===== config.mk =====
export PLATFORM = sky130hd
export DESIGN_NAME = group_00
export DESIGN_NICKNAME = d
export VERILOG_FILES = /design/src/rtl/group_00_pkg.sv /design/src/rtl/group_00_key_fifo.sv /design/src/rtl/group_00.sv
export SDC_FILE = /design/constraint.sdc
export NUM_CORES = 1
export LEC_CHECK = 0
export ABC_CLOCK_PERIOD_IN_PS = 17030
export BUFFER_PORTS_ARGS = -buffer_cell sky130_fd_sc_hd__clkbuf_2
export CAP_MARGIN = 5
export CORE_ASPECT_RATIO = 1.75
export CORE_MARGIN = 5
export CORE_UTILIZATION = 35
export DETAILED_ROUTE_END_ITERATION = 10
export PLACE_DENSITY_LB_ADDON = 0.25
export SETUP_SLACK_MARGIN = 0.5
export SYNTH_ARGS = -nofsm -noshare
export SYNTH_HDL_FRONTEND = slang
export SYNTH_SLANG_ARGS = --single-unit

===== constraint.sdc =====
create_clock -name clk -period 17.03 [get_ports clk]
set_input_delay 0.8515 -clock clk [delete_from_list [all_inputs] [get_ports clk]]
set_output_delay 0.8515 -clock clk [all_outputs]
set_load 0.1 [all_outputs]

===== src/rtl/group_00_pkg.sv =====
// Shared definitions for the group_00 level-compute key generator.
// Contents:
//   lc_state_t  : controller states
//   QDEPTH_DEF  : default key-queue depth
//   mix_round   : one mixing round, producing a 32-bit key from state S and round index r
package group_00_pkg;

  typedef enum logic [1:0] {
    IDLE = 2'd0,
    WAIT = 2'd1,
    RUN  = 2'd2,
    DONE = 2'd3
  } lc_state_t;

  localparam int QDEPTH_DEF = 8;

  // k = hi ^ rotl(lo, 5) ^ r, where hi/lo are the upper/lower halves of S
  function automatic logic [31:0] mix_round(input logic [63:0] s, input logic [2:0] r);
    mix_round = s[63:32] ^ {s[26:0], s[31:27]} ^ {29'b0, r};
  endfunction

endpackage


===== src/rtl/group_00_key_fifo.sv =====
// Synchronous 32-bit key FIFO with QDEPTH entries.
// Ports:
//   clk, rst   : clock, asynchronous active-high reset (clears storage and pointers)
//   push       : write pushData this cycle (dropped when full unless a pop frees a slot)
//   pop        : advance the head this cycle (ignored when empty)
//   pushData   : key to write
//   headData   : oldest stored key (valid when not empty)
//   count      : number of stored keys, 0..QDEPTH
//   empty      : count == 0
module group_00_key_fifo #(
  parameter  int QDEPTH = 8,
  localparam int CW     = $clog2(QDEPTH + 1),
  localparam int PW     = (QDEPTH > 1) ? $clog2(QDEPTH) : 1
) (
  input  logic          clk,
  input  logic          rst,
  input  logic          push,
  input  logic          pop,
  input  logic [31:0]   pushData,
  output logic [31:0]   headData,
  output logic [CW-1:0] count,
  output logic          empty
);

  logic [31:0]   mem_r [QDEPTH];
  logic [PW-1:0] wr_ptr_r;
  logic [PW-1:0] rd_ptr_r;
  logic [CW-1:0] count_r;
  logic          push_ok_s;
  logic          pop_ok_s;

  // Pointers wrap explicitly so non-power-of-two depths still behave as a ring
  function automatic logic [PW-1:0] ptr_inc(input logic [PW-1:0] p);
    ptr_inc = (p == PW'(QDEPTH - 1)) ? {PW{1'b0}} : p + PW'(1);
  endfunction

  // Accept decisions; a pop in the same cycle makes room for a push into a full queue
  always_comb begin
    pop_ok_s  = 1'b0;
    push_ok_s = 1'b0;
    if (pop && (count_r != {CW{1'b0}})) begin
      pop_ok_s = 1'b1;
    end else begin
      pop_ok_s = 1'b0;
    end
    if (push && ((count_r != CW'(QDEPTH)) || pop_ok_s)) begin
      push_ok_s = 1'b1;
    end else begin
      push_ok_s = 1'b0;
    end
  end

  // Key storage, cleared on reset
  always_ff @(posedge clk or posedge rst) begin
    if (rst) begin
      for (int i = 0; i < QDEPTH; i++) begin
        mem_r[i] <= 32'h0;
      end
    end else if (push_ok_s) begin
      mem_r[wr_ptr_r] <= pushData;
    end
  end

  // Read/write pointers and occupancy count
  always_ff @(posedge clk or posedge rst) begin
    if (rst) begin
      wr_ptr_r <= {PW{1'b0}};
      rd_ptr_r <= {PW{1'b0}};
      count_r  <= {CW{1'b0}};
    end else begin
      if (push_ok_s) begin
        wr_ptr_r <= ptr_inc(wr_ptr_r);
      end
      if (pop_ok_s) begin
        rd_ptr_r <= ptr_inc(rd_ptr_r);
      end
      case ({push_ok_s, pop_ok_s})
        2'b10:   count_r <= count_r + CW'(1);
        2'b01:   count_r <= count_r - CW'(1);
        default: count_r <= count_r;
      endcase
    end
  end

  assign headData = mem_r[rd_ptr_r];
  assign count    = count_r;
  assign empty    = (count_r == {CW{1'b0}});

endmodule


===== src/rtl/group_00.sv =====
// Level-compute key generator. On startLC it latches a round count, waits for
// startLC to drop, samples the 64-bit seed, then runs levels+1 mixing rounds,
// one per cycle. Each round pushes its key into a queue that drains to keyOut
// one entry per cycle. The final state goes to dataToReg with a one-cycle incrPC.
// Ports:
//   clk, rst   : clock, asynchronous active-high reset
//   stop       : global stall; all registers hold while high
//   dataToLC   : 64-bit seed, sampled on the edge where startLC drops in WAIT
//   startLC    : start request, honoured only in IDLE
//   levels     : round count minus one, latched on the IDLE start edge
//   dataToReg  : final state of the last completed operation
//   incrPC     : one-cycle completion pulse
//   keyOut     : last key popped from the queue
//   Qempty     : key queue holds no entries
module group_00
  import group_00_pkg::*;
#(
  parameter int QDEPTH = QDEPTH_DEF
) (
  input  logic        clk,
  input  logic        rst,
  input  logic        stop,
  input  logic [63:0] dataToLC,
  input  logic        startLC,
  input  logic [2:0]  levels,
  output logic [63:0] dataToReg,
  output logic        incrPC,
  output logic [31:0] keyOut,
  output logic        Qempty
);

  localparam int CW = $clog2(QDEPTH + 1);

  lc_state_t     state_r;
  lc_state_t     next_state_s;
  logic [63:0]   s_r;
  logic [2:0]    r_r;
  logic [2:0]    l_r;
  logic [63:0]   data_to_reg_r;
  logic          incr_pc_r;
  logic [31:0]   key_out_r;

  logic          latch_l_s;
  logic          load_seed_s;
  logic          run_round_s;
  logic          finish_s;
  logic [31:0]   key_s;
  logic          pop_s;
  logic [31:0]   fifo_head_s;
  logic [CW-1:0] fifo_count_s;
  logic          fifo_empty_s;

  assign key_s = mix_round(s_r, r_r);
  assign pop_s = (fifo_count_s != {CW{1'b0}}) && !stop;

  // Next-state and datapath strobes; stop freezes everything by holding the state
  always_comb begin
    next_state_s = state_r;
    latch_l_s    = 1'b0;
    load_seed_s  = 1'b0;
    run_round_s  = 1'b0;
    finish_s     = 1'b0;
    if (stop) begin
      next_state_s = state_r;
    end else begin
      case (state_r)
        IDLE: begin
          if (startLC) begin
            latch_l_s    = 1'b1;
            next_state_s = WAIT;
          end else begin
            next_state_s = IDLE;
          end
        end
        WAIT: begin
          if (!startLC) begin
            load_seed_s  = 1'b1;
            next_state_s = RUN;
          end else begin
            next_state_s = WAIT;
          end
        end
        RUN: begin
          run_round_s = 1'b1;
          if (r_r == l_r) begin
            next_state_s = DONE;
          end else begin
            next_state_s = RUN;
          end
        end
        DONE: begin
          finish_s     = 1'b1;
          next_state_s = IDLE;
        end
        default: begin
          next_state_s = IDLE;
        end
      endcase
    end
  end

  // Controller state register
  always_ff @(posedge clk or posedge rst) begin
    if (rst) begin
      state_r <= IDLE;
    end else begin
      state_r <= next_state_s;
    end
  end

  // Mixing state S, round index r and latched round limit L
  always_ff @(posedge clk or posedge rst) begin
    if (rst) begin
      s_r <= 64'h0;
      r_r <= 3'd0;
      l_r <= 3'd0;
    end else begin
      if (latch_l_s) begin
        l_r <= levels;
      end
      if (load_seed_s) begin
        s_r <= dataToLC;
        r_r <= 3'd0;
      end else if (run_round_s) begin
        s_r <= {s_r[31:0], key_s};
        r_r <= r_r + 3'd1;
      end
    end
  end

  // Result register and completion pulse; the pulse holds with everything else under stop
  always_ff @(posedge clk or posedge rst) begin
    if (rst) begin
      data_to_reg_r <= 64'h0;
      incr_pc_r     <= 1'b0;
    end else if (!stop) begin
      incr_pc_r <= finish_s;
      if (finish_s) begin
        data_to_reg_r <= s_r;
      end
    end
  end

  // Queue drain register
  always_ff @(posedge clk or posedge rst) begin
    if (rst) begin
      key_out_r <= 32'h0;
    end else if (pop_s) begin
      key_out_r <= fifo_head_s;
    end
  end

  group_00_key_fifo #(
    .QDEPTH (QDEPTH)
  ) u_key_fifo (
    .clk      (clk),
    .rst      (rst),
    .push     (run_round_s),
    .pop      (pop_s),
    .pushData (key_s),
    .headData (fifo_head_s),
    .count    (fifo_count_s),
    .empty    (fifo_empty_s)
  );

  assign dataToReg = data_to_reg_r;
  assign incrPC    = incr_pc_r;
  assign keyOut    = key_out_r;
  assign Qempty    = fifo_empty_s;

endmodule


==> impl_summary.md <==
Job
The count of maximum capacitance violations is 0.

Power
The cell-internal power is 2.55 mW. In this run, the clock network consumes 19.7% of the power. The relative contribution of combinational cells to total power is between 40% and 50%. The net switching power figure is 2.32 mW. The cell leakage power is 10.1 nW. The peak supply drop is 0.197 mV.

The power per cell area is about 230 nW/µm². The power share of the sequential group is 36.2%. The switching part of the total is 47.6%.

Yosys
In this run, synthesis produced a sequential element count of 435. The largest area contributor in the synthesized netlist is sky130_fd_sc_hd__dfrtp_1. For this run, the register share of the synthesized area comes to slightly below 60%. The xor and xnor fraction of the mapped netlist area is 2.08%. The Yosys step of the flow raised 0 warnings. Averaged over all synthesized cells, the footprint is 10.9 µm². The combinational family with the most area after synthesis is compound AO/OA/AOI/OAI gates.

The share of synthesized cell area in full adder, half adder and majority cells is less than 1%. The post-synth design cell area is approximately 19000 µm². The share of synthesized area in the top cell type comes to 58.7%.

The total nets after synthesis is 1779. The post-synthesis cell count is 1700. Summing the areas of all compound-gate instances in the mapped netlist gives a little over an eighth of the synthesized area. The fraction of synthesized area in multiplexers is 11.1%. Ranked by total cell area, the synthesized netlist is headed by sky130_fd_sc_hd__dfrtp_1, sky130_fd_sc_hd__nand2_1, sky130_fd_sc_hd__mux2i_1.

The netlist uses 42 different library cells. The top flip-flop cell by instance count after synthesis is sky130_fd_sc_hd__dfrtp_1. The synthesized design contains 0 enable-type register cells.

Counting flops with an async set or reset pin after synthesis yields a share of 100%. The fraction of the mapped netlist area in simple logic gates is between 10% and 20%.

Layout
The net count of the finished layout is 1889. 0 antenna diodes ended up in the layout. The library cell used most frequently in the layout, excluding fill and tap cells, is sky130_fd_sc_hd__dfrtp_1.

The final design area excluding fillers is roughly 21000 µm². Relative to the synthesized area, the layout overhead comes to 14.6%. Once layout is complete, the utilization of the core stands at 40.6%. Once layout is complete, the cells apart from fillers number about 2500. The top cell types in the final layout, fill and taps aside, are sky130_fd_sc_hd__dfrtp_1, sky130_fd_sc_hd__nand2_1, sky130_fd_sc_hd__o21ai_0. In the final layout, the share of cells above drive strength 1 is between 10% and 20%.

Route
The highest routed metal layer is met4. The wire length after detailed routing is 49800 µm. Summed over all nets, wire length on met2 after detailed routing comes to 25000 µm.

Dividing the detail-routed wire length by the instance count gives 19.8 µm. After detailed routing, the number of remaining DRC violations is 0. The first-iteration detailed-routing DRC count is 789. The detail route stage leaves a number of antenna-violating nets equal to 0. The routed length on met1 is 21400 µm. The routed length on met3 is 1940 µm. For this run, the detailed router's first-pass iteration total came to 5.

The overall via count from detail_route is 12873. The via count normalized by instance count is approximately 5.

Floorplan
During I/O placement, the number of pins put on the boundary was approximately 170. The die covers 57800 µm². The initial standard-cell utilization of the core is between 30% and 40%. The width of the chip is 184 µm. The floorplan row count is roughly 110. The die is 314 µm tall.

The core region is 52400 µm².

Global route
The first global-routing pass estimated between 80000 and 90000 µm of wire. The via count of the first global-routing pass is roughly 13000. The number of antenna violations at the first check in global routing is 0. The global router's overall resource usage is between 10% and 20%. Entering global routing, the biggest net connects 88 pins.

The overflow left after global routing is 0.

Worst setup path
The worst flop-to-flop path startpoint is u_key_fifo.count[2]. STA puts the critical path data required time at 17.46 ns. The reg-to-reg endpoint is u_key_fifo.count[2].

For the worst setup path, the data arrival time is around 3.8 ns. The register-to-register setup slack is 13.62 ns. STA classifies the critical path startpoint as a flip-flop. The worst setup path is of the flip-flop to flip-flop kind. The worst register-to-register path has a depth of 11. STA classifies the critical path endpoint as a flip-flop. The largest driver fanout on the critical path is 37.

Place
Once detailed placement completed, the half-perimeter wirelength came to 31900 µm. Routability-driven placement finished with a final weighted congestion of ~0.83. The instance count after placement with tap cells included is between 2000 and 2500. The number of I/O port buffers is 168. The total placed instance area is between 15000 and 20000 µm².

Clock tree
The longest clock path from root to sink contains 3 buffers. The tree is rooted in a sky130_fd_sc_hd__clkbuf_16. Clock-pin slew was measured on the worst setup and hold paths at 0.07 ns. The clock tree synthesis step divided the H-tree into 2 levels. TritonCTS built the clock tree. The clock net sink count is 435. The number of clock buffers added by TritonCTS is 39.

The number of gates given a new drive strength after cts is 0. Post-CTS timing repair inserted 0 buffers for setup. The clock reaches the later pin of the worst-skew pair after 0.55 ns. The count of hold buffers inserted by post-cts repair is 0.

Timing
The worst-case clock skew is 0.0207 ns. Setup repair after global routing left no endpoint under its margin. In the finished design, the share of the clock period the worst path needs comes to 20.0%. The worst max-slew margin expressed relative to the limit is between 20 and 25%. The total negative setup slack is 0 ns. Timing would allow up to slightly below 300 MHz.

The number of hold violations in the final report is 0. The count of pins over their slew limit is 0. The clock period minus worst slack is around 3.4 ns. The final setup violation count is 0. For the pin with the worst max-slew slack, the measured transition is approximately 1.1 ns.

Run status
The run finished with clean final reports.

Min path
In this run the worst hold path is classified as primary input to async pin.
[final cells by class]
cell class                 instances  area (µm²)
clock buffer                      57        1180
clock inverter                    14         216
fill                            5036       31100
inverter                           5        26.3
multi-input combinational       1139        7070
sequential                       435       10900
tap                              678         848
timing repair buffer             190        1010
[power by group through the flow]
| stage | logic, mW | clock network, mW | registers, mW |
|---|---|---|---|
| CTS | 2.18 | 0.987 | 1.77 |
| finish | 2.15 | 0.961 | 1.76 |
| global placement | 2.14 | 0 | 1.77 |
| detailed placement | 2.17 | 0 | 1.79 |
| floorplan | 0.943 | 0 | 2.44 |
| global route | 2.32 | 1.02 | 1.82 |
[through the flow]
stage	hold WS, ns	power, mW	setup slack [ns]
after detailed placement	0.465	3.96	13.26
after floorplan	0.442	3.38	4.06
after global placement	0.456	3.91	13.26
after global routing	0.438	5.16	13.36
final	0.390	4.87	13.62
after CTS	0.408	4.93	13.56
[registers in the layout (all words and copies together) (netlist names), named ones only]
signal / cells
dataToReg: 64
incrPC: 1
keyOut: 32
l_r: 3
r_r: 3
s_r: 64
state_r: 1
u_key_fifo.count: 4
u_key_fifo.mem_r: 256
u_key_fifo.rd_ptr_r: 3
u_key_fifo.wr_ptr_r: 3
[metal layers]
layer | up-vias | track usage [%]
li1 | 6119 | -
met1 | 6393 | 22.7
met2 | 294 | 29.5
met3 | 67 | 2.57
met4 | 0 | 5.60
met5 | - | 0
[critical path: stages (launching register included)]
cell	delay, ns
sky130_fd_sc_hd__dfrtp_1	0.43
sky130_fd_sc_hd__nor4_1	0.36
sky130_fd_sc_hd__or2_2	0.72
sky130_fd_sc_hd__clkinv_1	0.16
sky130_fd_sc_hd__buf_4	0.34
sky130_fd_sc_hd__ha_1	0.35
sky130_fd_sc_hd__xor2_1	0.19
sky130_fd_sc_hd__ha_1	0.19
sky130_fd_sc_hd__a21oi_1	0.16
sky130_fd_sc_hd__xor2_1	0.16
sky130_fd_sc_hd__nor2_1	0.06
sky130_fd_sc_hd__xor2_1	0.14
[worst max path at each step]
| stage | start | end | slack [ns] | depth (start not counted) |
|---|---|---|---|---|
| floorplan | rst | async pin | 4.06 | 1 |
| global placement | stop | u_key_fifo.count[2] | 13.26 | 11 |
| detailed placement | stop | u_key_fifo.count[2] | 13.26 | 11 |
| CTS | u_key_fifo.count[2] | u_key_fifo.count[2] | 13.56 | 11 |
| global route | u_key_fifo.count[2] | u_key_fifo.count[2] | 13.36 | 11 |
| finish | u_key_fifo.count[2] | u_key_fifo.count[2] | 13.62 | 11 |
[cells by family after synthesis]
kind of cell / count (synthesis)
compound gates: 398
mux: 197
fa+ha+maj: 8
simple gates: 492
buf+inv: 126
xor+xnor: 44
flops: 435
[synthesized netlist by cell type, types with 3 or more instances]
library cell and count:
sky130_fd_sc_hd__nor2_1 34, sky130_fd_sc_hd__xor2_1 8, sky130_fd_sc_hd__inv_1 3, sky130_fd_sc_hd__a221o_1 29, sky130_fd_sc_hd__nand2_1 398, sky130_fd_sc_hd__mux2_2 68, sky130_fd_sc_hd__nor2b_1 6, sky130_fd_sc_hd__o21ai_2 25
sky130_fd_sc_hd__dfrtp_1 435, sky130_fd_sc_hd__buf_4 3, sky130_fd_sc_hd__o21ai_1 37, sky130_fd_sc_hd__a21oi_1 3, sky130_fd_sc_hd__mux2i_1 129, sky130_fd_sc_hd__clkbuf_1 69, sky130_fd_sc_hd__buf_1 6, sky130_fd_sc_hd__nand3_1 33
sky130_fd_sc_hd__nand3b_1 3, sky130_fd_sc_hd__xnor2_1 36, sky130_fd_sc_hd__a22oi_1 98, sky130_fd_sc_hd__o21ai_0 201, sky130_fd_sc_hd__buf_2 31, sky130_fd_sc_hd__nand4b_1 4, sky130_fd_sc_hd__buf_6 12, sky130_fd_sc_hd__or3_1 4
sky130_fd_sc_hd__ha_1 8
No activity file was read; power rests on OpenSTA's default activity.
